$ cat src/rtl/id_ex_pipe_if.sv
// ----------------------------------------------------------------------------
// id_ex_pipe_if
// Handshake and bundle bus between the decode stage and the ID/EX pipeline
// register, and between the ID/EX register and the execute stage.
//
// Signals:
//   in_valid  - decode presents a bundle
//   in_ready  - pipeline register can accept a bundle
//   in_data   - decode datapath bundle (DATA_W bits)
//   in_ctrl   - decode control bundle (CTRL_W bits)
//   flush     - discard all held and incoming bundles this cycle
//   out_valid - execute-side bundle valid
//   out_ready - execute stage consumes the bundle
//   out_data  - registered datapath bundle
//   out_ctrl  - registered control bundle, reset value while out_valid is low
//
// Modports:
//   master - the surrounding pipeline (decode/execute/hazard unit side)
//   slave  - the ID/EX pipeline register itself
// ----------------------------------------------------------------------------
interface id_ex_pipe_if #(
  parameter int DATA_W = 134,
  parameter int CTRL_W = 8
);
  logic              in_valid;
  logic              in_ready;
  logic [DATA_W-1:0] in_data;
  logic [CTRL_W-1:0] in_ctrl;
  logic              flush;
  logic              out_valid;
  logic              out_ready;
  logic [DATA_W-1:0] out_data;
  logic [CTRL_W-1:0] out_ctrl;

  modport master (
    output in_valid, in_data, in_ctrl, flush, out_ready,
    input  in_ready, out_valid, out_data, out_ctrl
  );

  modport slave (
    input  in_valid, in_data, in_ctrl, flush, out_ready,
    output in_ready, out_valid, out_data, out_ctrl
  );
endinterface

$ cat src/rtl/id_ex_pipe.sv
// ----------------------------------------------------------------------------
// id_ex_pipe
// ID/EX pipeline register with a two-entry skid buffer (main + skid).
// Carries a datapath bundle and a control bundle from decode to execute with
// a valid/ready handshake, a synchronous flush for branch mispredicts, and
// bubble insertion whenever nothing valid is held. While out_valid is low the
// control bundle always reads CTRL_RST, so a bubble can never write a
// register or memory.
//
// Ports:
//   clk  - rising-edge clock
//   rst  - asynchronous, active-high reset
//   bus  - id_ex_pipe_if.slave (in_valid/in_ready/in_data/in_ctrl, flush,
//          out_valid/out_ready/out_data/out_ctrl)
//   bubble_cnt, stall_cnt - 32-bit performance counters, present only when
//          the macro ID_EX_PERF_CNT_EN is defined
//
// Configuration:
//   ID_EX_PERF_CNT_EN - when defined, adds bubble_cnt (cycles with out_valid
//   low) and stall_cnt (cycles with out_valid high and out_ready low). Both
//   wrap and are not cleared by flush.
// ----------------------------------------------------------------------------
module id_ex_pipe #(
  parameter int                DATA_W   = 134,
  parameter int                CTRL_W   = 8,
  parameter logic [CTRL_W-1:0] CTRL_RST = '0
) (
  input  logic               clk,
  input  logic               rst,
  id_ex_pipe_if.slave        bus
`ifdef ID_EX_PERF_CNT_EN
  ,
  output logic [31:0]        bubble_cnt,
  output logic [31:0]        stall_cnt
`endif
);

  typedef enum logic [1:0] {
    EMPTY = 2'd0,
    ONE   = 2'd1,
    FULL  = 2'd2
  } state_t;

  state_t            state_q, state_d;
  logic              out_valid_q, out_valid_d;
  logic              in_ready_q, in_ready_d;
  logic [DATA_W-1:0] data_q, data_d;
  logic [CTRL_W-1:0] ctrl_q, ctrl_d;
  logic [DATA_W-1:0] sk_data_q, sk_data_d;
  logic [CTRL_W-1:0] sk_ctrl_q, sk_ctrl_d;

  logic acc;
  logic pop;

  // in_ready is a flop, so acceptance never depends combinationally on the
  // execute stage's out_ready.
  assign acc = bus.in_valid & in_ready_q;
  assign pop = out_valid_q & bus.out_ready;

  // Next-state logic for the main/skid pair. Default is to hold everything;
  // the main entry's control drops to CTRL_RST whenever main empties so the
  // registered out_ctrl already reads as a bubble.
  always_comb begin
    state_d   = state_q;
    data_d    = data_q;
    ctrl_d    = ctrl_q;
    sk_data_d = sk_data_q;
    sk_ctrl_d = sk_ctrl_q;

    case (state_q)
      EMPTY: begin
        if (acc) begin
          state_d = ONE;
          data_d  = bus.in_data;
          ctrl_d  = bus.in_ctrl;
        end
      end
      ONE: begin
        if (acc && pop) begin
          data_d = bus.in_data;
          ctrl_d = bus.in_ctrl;
        end else if (acc) begin
          state_d   = FULL;
          sk_data_d = bus.in_data;
          sk_ctrl_d = bus.in_ctrl;
        end else if (pop) begin
          state_d = EMPTY;
          ctrl_d  = CTRL_RST;
        end
      end
      FULL: begin
        // in_ready is low here, so only a pop can move the state.
        if (pop) begin
          state_d = ONE;
          data_d  = sk_data_q;
          ctrl_d  = sk_ctrl_q;
        end
      end
      default: begin
        state_d = EMPTY;
        ctrl_d  = CTRL_RST;
      end
    endcase

    // Flush drops both entries and anything accepted this cycle. out_data
    // keeps its last value so it stays deterministic; only control is zeroed.
    if (bus.flush) begin
      state_d   = EMPTY;
      data_d    = data_q;
      ctrl_d    = CTRL_RST;
      sk_data_d = sk_data_q;
      sk_ctrl_d = sk_ctrl_q;
    end

    out_valid_d = (state_d != EMPTY);
    in_ready_d  = (state_d != FULL);
  end

  // State and bundle registers; reset empties the stage immediately.
  always_ff @(posedge clk or posedge rst) begin
    if (rst) begin
      state_q     <= EMPTY;
      out_valid_q <= 1'b0;
      in_ready_q  <= 1'b1;
      data_q      <= '0;
      ctrl_q      <= CTRL_RST;
      sk_data_q   <= '0;
      sk_ctrl_q   <= '0;
    end else begin
      state_q     <= state_d;
      out_valid_q <= out_valid_d;
      in_ready_q  <= in_ready_d;
      data_q      <= data_d;
      ctrl_q      <= ctrl_d;
      sk_data_q   <= sk_data_d;
      sk_ctrl_q   <= sk_ctrl_d;
    end
  end

  assign bus.in_ready  = in_ready_q;
  assign bus.out_valid = out_valid_q;
  assign bus.out_data  = data_q;
  assign bus.out_ctrl  = ctrl_q;

`ifdef ID_EX_PERF_CNT_EN
  logic [31:0] bubble_cnt_q, bubble_cnt_d;
  logic [31:0] stall_cnt_q, stall_cnt_d;

  // Counters wrap naturally at 32 bits; flush intentionally leaves them alone.
  always_comb begin
    bubble_cnt_d = bubble_cnt_q + {31'd0, ~out_valid_q};
    stall_cnt_d  = stall_cnt_q + {31'd0, out_valid_q & ~bus.out_ready};
  end

  always_ff @(posedge clk or posedge rst) begin
    if (rst) begin
      bubble_cnt_q <= '0;
      stall_cnt_q  <= '0;
    end else begin
      bubble_cnt_q <= bubble_cnt_d;
      stall_cnt_q  <= stall_cnt_d;
    end
  end

  assign bubble_cnt = bubble_cnt_q;
  assign stall_cnt  = stall_cnt_q;
`endif

endmodule
$ cat src/flat_wrapper.sv
// flat-port wrapper written by rule: the top's interface ports become plain ports
module id_ex_pipe_flat 
#(
  parameter int                DATA_W   = 134,
  parameter int                CTRL_W   = 8,
  parameter logic [CTRL_W-1:0] CTRL_RST = '0
)
  (clk, rst, bus_in_valid, bus_in_data, bus_in_ctrl, bus_flush, bus_out_ready, bus_in_ready, bus_out_valid, bus_out_data, bus_out_ctrl);
  id_ex_pipe_if #(.DATA_W(DATA_W), .CTRL_W(CTRL_W)) bus_i ();
  input  logic clk;
  input  logic rst;
  input wire logic [$bits(bus_i.in_valid)-1:0] bus_in_valid;
  input wire logic [$bits(bus_i.in_data)-1:0] bus_in_data;
  input wire logic [$bits(bus_i.in_ctrl)-1:0] bus_in_ctrl;
  input wire logic [$bits(bus_i.flush)-1:0] bus_flush;
  input wire logic [$bits(bus_i.out_ready)-1:0] bus_out_ready;
  output wire logic [$bits(bus_i.in_ready)-1:0] bus_in_ready;
  output wire logic [$bits(bus_i.out_valid)-1:0] bus_out_valid;
  output wire logic [$bits(bus_i.out_data)-1:0] bus_out_data;
  output wire logic [$bits(bus_i.out_ctrl)-1:0] bus_out_ctrl;
  assign bus_i.in_valid = bus_in_valid;
  assign bus_i.in_data = bus_in_data;
  assign bus_i.in_ctrl = bus_in_ctrl;
  assign bus_i.flush = bus_flush;
  assign bus_i.out_ready = bus_out_ready;
  assign bus_in_ready = bus_i.in_ready;
  assign bus_out_valid = bus_i.out_valid;
  assign bus_out_data = bus_i.out_data;
  assign bus_out_ctrl = bus_i.out_ctrl;
  id_ex_pipe #(.DATA_W(DATA_W), .CTRL_W(CTRL_W), .CTRL_RST(CTRL_RST)) u_core (.clk(clk), .rst(rst), .bus(bus_i));
endmodule
$ cat config.mk
export PLATFORM = sky130hd
export DESIGN_NAME = id_ex_pipe_flat
export DESIGN_NICKNAME = d
export VERILOG_FILES = /design/src/rtl/id_ex_pipe_if.sv /design/src/rtl/id_ex_pipe.sv /design/src/flat_wrapper.sv
export SDC_FILE = /design/constraint.sdc
export NUM_CORES = 1
export LEC_CHECK = 0
export CAP_MARGIN = 20
export CORE_MARGIN = 2
export CORE_UTILIZATION = 51
export CTS_CLUSTER_DIAMETER = 100
export DETAILED_ROUTE_END_ITERATION = 10
export PLACE_DENSITY_LB_ADDON = 0.25
export SETUP_SLACK_MARGIN = 0.1
export SLEW_MARGIN = 20
export SYNTH_ARGS = -nofsm -noshare
export SYNTH_HDL_FRONTEND = slang
export SYNTH_SLANG_ARGS = --single-unit
$ cat constraint.sdc
create_clock -name clk -period 14.1 [get_ports clk]
set_input_delay 4.23 -clock clk [delete_from_list [all_inputs] [get_ports clk]]
set_output_delay 4.23 -clock clk [all_outputs]
set_load 0.1 [all_outputs]
==> impl_summary.txt <==
----------------------------------------------------
[Finish]
  Layout overhead on the synthesized area ... 32.49%
  Share of final-layout standard cells stronger than drive strength 1 ... 24.85%
  Net count, final ... 1,487

[Synth]
  Synth cell types ... 27
  Syn_area_per_cell ... 11.84 um^2
  Portion of the post-synthesis area used by sequential elements ... 56.75%
  Yosys warning count ... 0
  Syn Inst Count ... 1,073
  Most area-hungry cell type in the Yosys netlist ... sky130_fd_sc_hd__dfrtp_1
  Synthesized area ... 12,700 um^2
  Number of nets in the synthesized netlist ... 1,220
  Synthesis-stage register bit count ... 288
  Area share of the largest cell type after synthesis ... 56.54%
  Synth top area cells ... sky130_fd_sc_hd__dfrtp_1, sky130_fd_sc_hd__mux2_2, sky130_fd_sc_hd__nand2_1

[Run]
  Number of maximum-capacitance constraint violations ... 0

[Worst setup path]
  Worst setup path class ... in -> reg
  Beginning of the critical path ... bus_flush
  Required time of the critical path ... 14.53 ns
  CP endpoint kind ... flop
  Reg-to-reg startpoint ... u_core.bus.out_valid
  Slack of the worst reg-to-reg path ... 11.12 ns
  Crit-path max FO ... 78
  Startpoint type of the worst setup path ... input port
  WP data arrival ... 7.16 ns

[Timing]
  Final setup violating endpoints ... 0
  Smallest hold slack ... 0.4876 ns
  Clk_skew ... 0.006053 ns
  Hold violation count in the final report ... 0
  Time the worst path needs with I/O delays and setup ... 6.737 ns
  Final-layout setup total negative slack ... 0 ns
  Tightest Pin Transition ... 1.062 ns
  Upper clock frequency limit ... 0.1484 GHz
  Max-slew headroom ... 29.01%
  Post-route fraction of the period consumed by the critical path ... 47.78%
  Max Slew Vio Count ... 0
  Setup repair after global routing missed its margin ... no

[Floorplan]
  Area inside the core boundary ... 24,390 um^2
  Number of I/O pins ... 291
  Vertical die dimension ... 161.8 um
  Die X ... 161.8 um
  Standard-cell row count ... 57
  Starting density of the core ... 52.08%
  Die ar. ... 26,180 um^2

[Clock network]
  Number of buffers inserted during clock tree synthesis ... 30
  Insertion delay to the later sink of the worst-skew pair ... 0.54 ns
  Count of cells resized by post-cts repair ... 0
  Setup repair bufs after CTS ... 0
  Longest Clk Path Bufs ... 3
  Clk root buf ... sky130_fd_sc_hd__clkbuf_16
  Number of H-tree branching levels ... 1
  Clock tree from TritonCTS ... yes
  Clk slew on worst S/H paths ... 0.06 ns
  Count of clock tree sinks ... 288
  Hold-fix buffer count after cts ... 0

[Global routing]
  Overall Global Routing Usage ... 22.10%
  GRT overflow ... 0
  Antenna violations before repair ... 2
  Pin count of the biggest net entering global routing ... 144
  Global-route wire length before repair ... 46.39 mm
  Via count of the first global-routing pass ... 8,649

[Routing]
  Total wire length ... 29.56 mm
  Post-route antenna net violation count ... 0
  Detail-routed via count per cell ... 5.194
  Post-detailed-route wirelength per cell ... 17.49 um
  Number of optimization iterations in the first detailed-route pass ... 4
  Total vias in the final route ... 8,778
  Post-detailed-route DRC marker count ... 0
  Iteration-0 DRC count of the detailed router ... 574

[Power]
  Leak Pwr ... 7.905 nW
  Power per standard cell area ... 234.6 nW/um^2
  Max VDD drop ... 0.1618 mV

[Placed design]
  Number of input and output port buffers inserted ... 290
  Post-DP HPWL ... 18.65 mm
  Weighted congestion at the end of routability-driven global placement ... 0.7803

[Worst hold path]
  Hold Startpoint ... u_core.bus.out_ctrl[4]
  Hold Crit Class ... reg -> reg

[Status]
  Status ... finished clean

----------------------------------------------------
## through the flow
stage | cell area (um^2) | worst slack, ns | utilization, % | instances | power (mW)
floorplan | 12700 | 1.923 | - | 1073 | 2.676
global placement | 15750 | 6.618 | 64.56 | 1632 | 3.078
detailed placement | 15750 | 6.643 | 64.56 | 1632 | 3.118
CTS | 16820 | 7.215 | 68.98 | 1688 | 3.974
global route | 16830 | 6.888 | 69.00 | 1690 | 4.097
finish | 16830 | 7.363 | 69.00 | 1690 | 3.949
## cells in the mapped netlist, drive strengths merged
cell,number
o2bb2ai,8
o21a,1
mux2,276
a32oi,1
nand3,1
inv,1
clkbuf,23
nor2,1
dfstp,1
nand4,1
a22oi,8
a21oi,4
nand2,408
dfrtp,287
or2,1
o21ai,2
a21o,4
buf,40
nor2b,2
and2,1
nand2b,1
or4,1
## worst paths after layout
path	to	depth (start not counted)
min in group asynchronous	u_core.bus.out_data[61]	2
setup reg to reg	u_core.sk_data_q[114]	5
setup / recovery	u_core.sk_data_q[114]	4
hold reg to reg	u_core.bus.out_ctrl[4]	1
max in group asynchronous	u_core.bus.out_data[9]	4
hold / removal	u_core.bus.out_ctrl[4]	1
## final cells by class
type                       instances  area, um^2
clock inverter                    11       158.9
multi-input combinational        721        5159
inverter                           1       11.26
clock buffer                      45       918.4
fill                            1735        7562
timing repair buffer             298        2963
sequential                       288        7208
antenna                            2       5.005
tap                              324       405.4
## state kept, by name, indices dropped and copies added, names as in the netlist
name,count
u_core.bus.in_ready,1
u_core.bus.out_ctrl,8
u_core.bus.out_data,134
u_core.bus.out_valid,1
u_core.sk_ctrl_q,8
u_core.sk_data_q,134
u_core.state_q,2
## placed cells by master (no fill, tap or decap), types with 2 or more instances in the layout
| cell | count |
|---|---|
| sky130_fd_sc_hd__o21ai_0 | 2 |
| sky130_fd_sc_hd__dfrtp_1 | 287 |
| sky130_fd_sc_hd__a21o_1 | 3 |
| sky130_fd_sc_hd__diode_2 | 2 |
| sky130_fd_sc_hd__clkbuf_1 | 5 |
| sky130_fd_sc_hd__clkbuf_8 | 9 |
| sky130_fd_sc_hd__o2bb2ai_1 | 8 |
| sky130_fd_sc_hd__a22oi_1 | 8 |
| sky130_fd_sc_hd__mux2_4 | 60 |
| sky130_fd_sc_hd__clkdlybuf4s50_1 | 290 |
| sky130_fd_sc_hd__buf_4 | 8 |
| sky130_fd_sc_hd__mux2_2 | 212 |
| sky130_fd_sc_hd__nand2_1 | 408 |
| sky130_fd_sc_hd__mux2_1 | 4 |
| sky130_fd_sc_hd__a21oi_1 | 4 |
| sky130_fd_sc_hd__bufinv_16 | 4 |
| sky130_fd_sc_hd__clkinv_2 | 6 |
| sky130_fd_sc_hd__clkbuf_16 | 31 |
## kinds of logic after synthesis
| kind of cell | Yosys count | synth area share (%) |
|---|---|---|
| buf+inv | 64 | 2.847 |
| simple gates | 417 | 12.48 |
| flops | 288 | 56.75 |
| compound gates | 28 | 1.685 |
| mux | 276 | 26.24 |
## critical path, cell delays in order
cell	delay (ns)
sky130_fd_sc_hd__clkdlybuf4s50_1	0.65
sky130_fd_sc_hd__or4_4	0.79
sky130_fd_sc_hd__buf_4	0.92
sky130_fd_sc_hd__mux2_2	0.43
## where the power goes
group          total [mW]  internal, mW  leakage, nW  switching [mW]
logic                1.78         0.548         3.91            1.24
clock network       0.844         0.521        0.537           0.323
registers            1.32          1.14         3.46           0.180
total                3.95          2.21         7.90            1.74
## layer usage
| metal | track usage (%) | vias up | routed length (um) |
|---|---|---|---|
| met4 | 6.637 | 0 | 776 |
| met1 | 30.13 | 4362 | 12660 |
| li1 | - | 4087 | - |
| met5 | 0 | - | 0 |
| met3 | 5.133 | 51 | 2184 |
| met2 | 35.61 | 278 | 13930 |
(Power assumes the default switching activity.)
